==> config.mk <==
export PLATFORM = sky130hd
export DESIGN_NAME = uart_receiver
export DESIGN_NICKNAME = d
export VERILOG_FILES = /design/src/rtl/uart_receiver.sv
export SDC_FILE = /design/constraint.sdc
export NUM_CORES = 1
export LEC_CHECK = 0
export ABC_CLOCK_PERIOD_IN_PS = 1690
export CAP_MARGIN = 20
export CORE_MARGIN = 2
export CORE_UTILIZATION = 50
export DETAILED_ROUTE_END_ITERATION = 10
export GPL_ROUTABILITY_DRIVEN = 0
export PLACE_DENSITY = 0.74
export SLEW_MARGIN = 10
export SYNTH_ARGS = -nofsm -noshare
export SYNTH_HDL_FRONTEND = slang
export SYNTH_SLANG_ARGS = --single-unit
==> constraint.sdc <==
create_clock -name clk -period 1.69 [get_ports clk]
set_input_delay 0.338 -clock clk [delete_from_list [all_inputs] [get_ports clk]]
set_output_delay 0.338 -clock clk [all_outputs]
set_load 0.02 [all_outputs]
==> src/rtl/uart_receiver.sv <==
// -----------------------------------------------------------------------------
// uart_receiver
//
// Purpose:
//   Recovers 8-bit bytes from an asynchronous UART line (start bit, 8 data bits
//   LSB first, one stop bit). The line is brought into the clk domain through a
//   2-flop synchronizer. A falling edge on the synchronized line starts a frame.
//   The start bit is re-checked at mid-bit, and every data and stop bit is then
//   sampled one bit period later. Each byte lands in a one-entry holding
//   register with a valid/ready handshake. Framing and overrun events are
//   reported as single-cycle pulses.
//
// Parameters:
//   BAUD_RATE_NUMBER  clock cycles per bit period (>= 4)
//
// Ports:
//   clk          in   system clock, rising edge active
//   rst_n        in   asynchronous active-low reset
//   uart_rx      in   serial input, idle high, asynchronous to clk
//   rx_ready     in   consumer accepts rx_data when high together with rx_valid
//   rx_data      out  received byte, stable while rx_valid is high
//   rx_valid     out  holding register full
//   frame_error  out  one-cycle pulse: stop bit sampled low
//   rx_overrun   out  one-cycle pulse: frame finished while holding reg full
//   rx_busy      out  receiver is inside a frame (any state other than IDLE)
// -----------------------------------------------------------------------------
module uart_receiver #(
  parameter int BAUD_RATE_NUMBER = 20
) (
  input  logic       clk,
  input  logic       rst_n,
  input  logic       uart_rx,
  input  logic       rx_ready,
  output logic [7:0] rx_data,
  output logic       rx_valid,
  output logic       frame_error,
  output logic       rx_overrun,
  output logic       rx_busy
);

  // Width of the bit-period counter, which runs 0..BAUD_RATE_NUMBER-1.
  localparam int CW = (BAUD_RATE_NUMBER > 1) ? $clog2(BAUD_RATE_NUMBER) : 1;
  // Half a bit period, rounded down. Used to land on the middle of the start bit.
  localparam int HALF = BAUD_RATE_NUMBER / 2;

  localparam logic [CW-1:0] CNT_LAST = CW'(BAUD_RATE_NUMBER - 1);
  localparam logic [CW-1:0] CNT_HALF = CW'(HALF - 1);
  localparam logic [CW-1:0] CNT_ONE  = CW'(1);

  typedef enum logic [2:0] {
    ST_IDLE  = 3'd0,
    ST_START = 3'd1,
    ST_DATA  = 3'd2,
    ST_STOP  = 3'd3,
    ST_BREAK = 3'd4
  } state_t;

  // ---------------------------------------------------------------------------
  // State and datapath registers
  // ---------------------------------------------------------------------------
  state_t          state_q, state_d;
  logic [CW-1:0]   cnt_q, cnt_d;
  logic [2:0]      bidx_q, bidx_d;
  logic [7:0]      shreg_q, shreg_d;
  logic [7:0]      rx_data_q, rx_data_d;
  logic            rx_valid_q, rx_valid_d;
  logic            frame_error_q, frame_error_d;
  logic            rx_overrun_q, rx_overrun_d;

  // Synchronizer chain plus a delayed copy of its output for edge detection.
  // All three flops reset high, which matches the idle line level. A reset
  // therefore never looks like a start edge.
  logic            s1_q, s1_d;
  logic            s2_q, s2_d;
  logic            s2_dly_q, s2_dly_d;

  // ---------------------------------------------------------------------------
  // Decoded conditions
  // ---------------------------------------------------------------------------
  logic            fall_edge;
  logic            cnt_last;
  logic            cnt_half;
  logic            last_bit;
  logic            can_load;

  assign fall_edge = s2_dly_q & ~s2_q;
  assign cnt_last  = (cnt_q == CNT_LAST);
  assign cnt_half  = (cnt_q == CNT_HALF);
  assign last_bit  = (bidx_q == 3'd7);
  // The holding register accepts a new byte when it is empty, or when the
  // consumer takes the old byte on this same edge. In that case the load wins.
  assign can_load  = ~rx_valid_q | rx_ready;

  // ---------------------------------------------------------------------------
  // Process 1: state and datapath registers
  // ---------------------------------------------------------------------------
  always_ff @(posedge clk or negedge rst_n) begin
    if (!rst_n) begin
      state_q       <= ST_IDLE;
      cnt_q         <= '0;
      bidx_q        <= '0;
      shreg_q       <= '0;
      rx_data_q     <= '0;
      rx_valid_q    <= 1'b0;
      frame_error_q <= 1'b0;
      rx_overrun_q  <= 1'b0;
      s1_q          <= 1'b1;
      s2_q          <= 1'b1;
      s2_dly_q      <= 1'b1;
    end else begin
      state_q       <= state_d;
      cnt_q         <= cnt_d;
      bidx_q        <= bidx_d;
      shreg_q       <= shreg_d;
      rx_data_q     <= rx_data_d;
      rx_valid_q    <= rx_valid_d;
      frame_error_q <= frame_error_d;
      rx_overrun_q  <= rx_overrun_d;
      s1_q          <= s1_d;
      s2_q          <= s2_d;
      s2_dly_q      <= s2_dly_d;
    end
  end

  // ---------------------------------------------------------------------------
  // Process 2: next-state logic
  // ---------------------------------------------------------------------------
  always_comb begin
    state_d = state_q;
    unique case (state_q)
      ST_IDLE: begin
        if (fall_edge) begin
          state_d = ST_START;
        end
      end
      ST_START: begin
        // Mid-bit re-check. A high line here means the edge was a glitch.
        if (cnt_half) begin
          state_d = s2_q ? ST_IDLE : ST_DATA;
        end
      end
      ST_DATA: begin
        if (cnt_last && last_bit) begin
          state_d = ST_STOP;
        end
      end
      ST_STOP: begin
        // Leave at mid stop bit. A start edge right after the stop bit then
        // finds the receiver already in IDLE.
        if (cnt_last) begin
          state_d = s2_q ? ST_IDLE : ST_BREAK;
        end
      end
      ST_BREAK: begin
        // A line stuck low must go high before another start edge can count.
        if (s2_q) begin
          state_d = ST_IDLE;
        end
      end
      default: begin
        state_d = ST_IDLE;
      end
    endcase
  end

  // ---------------------------------------------------------------------------
  // Process 3: datapath and output logic
  // ---------------------------------------------------------------------------
  always_comb begin
    s1_d          = uart_rx;
    s2_d          = s1_q;
    s2_dly_d      = s2_q;

    cnt_d         = cnt_q;
    bidx_d        = bidx_q;
    shreg_d       = shreg_q;
    rx_data_d     = rx_data_q;
    rx_valid_d    = rx_valid_q;
    frame_error_d = 1'b0;
    rx_overrun_d  = 1'b0;

    // Consumer handshake. A load in the STOP branch below overrides this.
    if (rx_valid_q && rx_ready) begin
      rx_valid_d = 1'b0;
    end

    unique case (state_q)
      ST_IDLE: begin
        cnt_d  = '0;
        bidx_d = '0;
      end
      ST_START: begin
        if (cnt_half) begin
          cnt_d  = '0;
          bidx_d = '0;
        end else begin
          cnt_d = cnt_q + CNT_ONE;
        end
      end
      ST_DATA: begin
        if (cnt_last) begin
          cnt_d           = '0;
          shreg_d[bidx_q] = s2_q;
          // Wraps from 7 back to 0 as the FSM moves on to STOP.
          bidx_d          = bidx_q + 3'd1;
        end else begin
          cnt_d = cnt_q + CNT_ONE;
        end
      end
      ST_STOP: begin
        if (cnt_last) begin
          cnt_d = '0;
          if (!s2_q) begin
            frame_error_d = 1'b1;
          end else if (can_load) begin
            rx_data_d  = shreg_q;
            rx_valid_d = 1'b1;
          end else begin
            // The older unread byte is kept. The new one is dropped.
            rx_overrun_d = 1'b1;
          end
        end else begin
          cnt_d = cnt_q + CNT_ONE;
        end
      end
      ST_BREAK: begin
        cnt_d = '0;
      end
      default: begin
        cnt_d  = '0;
        bidx_d = '0;
      end
    endcase
  end

  // ---------------------------------------------------------------------------
  // Outputs
  // ---------------------------------------------------------------------------
  assign rx_data     = rx_data_q;
  assign rx_valid    = rx_valid_q;
  assign frame_error = frame_error_q;
  assign rx_overrun  = rx_overrun_q;
  assign rx_busy     = (state_q != ST_IDLE);

endmodule
==> reports/qor.yml <==
critPathTopFamily: "buffers and inverters"
numCtsBuffers: 5
slew_violations: 0
worstPathArrival_ns: 1.28
p_int_mw: 1.34
fin_nets: 162
reg2reg_depth: 5
n_fill_cell: 245
holdPathEnd: "s2_dly_d"
period_needed_ns: 1.62
hold_class: "flip-flop to flip-flop"
synth-main-ff-cell: "dfrtp_1"
clock-sinks: 33
syn_nets: 134
grt_max_degree: 34
max-clock-path-buffers: 2
utilization: 0.633
netlist_area_um2: 1570
layout_common_cells: "30 x dfrtp_1, 16 x mux2_2, 14 x clkdlybuf4s50_1, 14 x buf_4"
grt_antenna_before_repair: 0
power.density_nw_per_um2: 985
hold_buffers: 0
cp_slowest_stage_delay_ns: 0.61
dieHeight_um: 60.0
max_freq_mhz: 617
crit_chain: "clkdlybuf4s50_1"
cts_tree: "built"
slew-limit-headroom: 0.730
seq_area_frac_synth: 0.528
fin_area_um2: 1920
grt_pass1_wl_mm: 4.82
finalHoldViolations: 0
fp-row-count: 20
grtUsageTotal: 0.183
final_cells: 199
netlist-cell-type-count: 37
initial_core_util: 0.519
worst_slew_pin_slew_ns: 0.405
layout_commonest_cell: "dfrtp_1"
clockRootBuffer: "clkbuf_4"
first_global_vias: 1091
io_pins: 16
port_buffers: 15
cts_max_level: 2
slowest_stage: "clkdlybuf4s50_1"
cp.required_ns: 1.35
yosys_warnings: 0
syn_inst: 126
synth_seq_cells: 33
syn_area_per_cell_um2: 12.5
rsz0062_at_grt: "true"
fin_crit_sh: 0.958
drive_above_1_share: 0.310
vias: 1101
routed_via_density: 5.53
crit_path_start: "rx_data[1]"
drt_pass1_iterations: 4
n_antenna_cell: 0
setup_viol: 0
syn_to_final_growth_pct: 22.2
endpoint_kind: "output pin"
timing.rr.start: "cnt_q[1]"
place_area_um2: 1830
synthArstFlopShare: 1.00
fin_worst_skew_ns: 0.00880
clock_power_share: 0.236
critPathMaxFanout: 2
ir_drop_v: 0.000661
dp.cells: 191
seq_power_share: 0.481
p_leak_nw: 0.849
min_from: "s1_q"
startpoint_type: "flip-flop"
combPwrFrac: 0.283
wirelength_mm: 2.76
regToRegSetupSlack_ns: 0.08
cp_num_buf_inv: 1
wl_per_cell_um: 13.8
drv_cap: 0
holdWs_ns: 0.366
synth-edff-count: 0
dpl.hpwl_mm: 1.92
r2r-end: "rx_data[2]"
hold_depth: 0
p_sw_frac: 0.291
status: "finished clean"
drcViolationCount: 0
drtIter0Drc: 26
die_w_um: 60.0
worstSetupPathType: "flip-flop to output pin"
ant_nets: 0
fp.dieArea_um2: 3600
coreArea_um2: 3030
clkLatencyLatePin_ns: 0.32
netSwitchingPower_mw: 0.550
grt.overflow.total: 0
clk_pin_slew_ns: 0.10
## cells in the mapped netlist, types with 2 or more instances
cell | count | area, um^2
mux2_2 | 16 | 180
and4bb_2 | 2 | 25.0
nand4b_1 | 6 | 52.6
buf_6 | 2 | 22.5
nor2_1 | 4 | 15.0
ha_1 | 4 | 50.1
a21oi_1 | 2 | 10.0
nor2b_1 | 5 | 31.3
nand4_1 | 3 | 18.8
dfstp_2 | 3 | 78.8
o221ai_1 | 2 | 17.5
inv_1 | 3 | 11.3
nor3_1 | 5 | 25.0
nand2_1 | 6 | 22.5
xor2_1 | 2 | 17.5
nand3_1 | 3 | 15.0
dfrtp_1 | 30 | 751
buf_4 | 2 | 15.0
clkbuf_1 | 5 | 18.8
a32oi_1 | 3 | 26.3
nand4bb_1 | 2 | 22.5
## worst reg2reg max path, cell delays in order (launching register included)
cell       delay (ns)
dfrtp_1          0.36
ha_2             0.22
nand4bb_4        0.14
and4bb_1         0.31
buf_6            0.14
mux2_2           0.33
## flip-flops by register name, indices dropped and copies added (netlist names)
name,cells
s2_dly_d,1
s2_dly_q,1
frame_error,1
state_q,3
cnt_q,5
rx_data,8
s1_q,1
shreg_q,8
rx_valid,1
rx_overrun,1
bidx_q,3
## layer usage
layer  track usage  part of all wire  wire length (um)
met5             0                 0                 0
met4        0.0667            0.0069                19
met1         0.240              0.48              1310
met2         0.286              0.48              1320
met3        0.0584             0.037               102
## through the flow
| stage | TNS, ns | setup WS, ns | power (mW) |
|---|---|---|---|
| 2_1_floorplan | 0 | 0.0305 | 1.26 |
| 3_3_place_gp | -0.425 | -0.0507 | 1.41 |
| 3_5_place_dp | -0.679 | -0.0904 | 1.43 |
| 4_1_cts | 0 | 0.00442 | 1.88 |
| 5_1_grt | -0.0331 | -0.00993 | 2.00 |
| 6_report | 0 | 0.0704 | 1.89 |
## layout make-up
| class | instances | area, um^2 | share of cell area |
|---|---|---|---|
| multi-input cells | 81 | 702 | 0.366 |
| well taps | 44 | 55.1 | 0.0287 |
| repair buffers | 30 | 262 | 0.136 |
| flip-flops and latches | 33 | 830 | 0.432 |
| clock buffers | 8 | 58.8 | 0.0307 |
| inverters | 3 | 11.3 | 0.00587 |
## logic make-up (layout without fill, tap and decap cells)
| kind of cell | count (synthesis) | in the layout | share of synthesized area |
|---|---|---|---|
| compound gates | 12 | 12 | 0.0574 |
| xor+xnor | 3 | 3 | 0.0167 |
| fa+ha+maj | 4 | 4 | 0.0319 |
| buf+inv | 12 | 41 | 0.0430 |
| flops | 33 | 33 | 0.528 |
| mux | 17 | 17 | 0.121 |
| simple gates | 45 | 45 | 0.202 |
## power groups by stage
stage | Sequential (mW) | Clock (mW) | Combinational [mW]
floorplan | 0.953 | 0 | 0.308
global placement | 0.913 | 0 | 0.499
detailed placement | 0.920 | 0 | 0.514
CTS | 0.904 | 0.464 | 0.511
global route | 0.922 | 0.491 | 0.590
finish | 0.908 | 0.446 | 0.535
## what timing repair did
item                       4_1_cts  5_1_grt
setup endpoints to repair        2       17
pin swaps                        0        2
cloned                           0        0
gates resized for setup          5        4
buffers inserted                 0        0
## worst max path at each step
stage | to | slack (ns) | cells past startpoint
after floorplan | rx_data[0] | 0.03 | 6
after global placement | rx_data[4] | -0.05 | 5
after detailed placement | rx_data[5] | -0.09 | 5
after CTS | rx_data[2] | 0.004 | 5
after global routing | rx_data[7] | -0.01 | 5
final | rx_data[1] | 0.07 | 1
No activity file was read; power rests on OpenSTA's default activity.
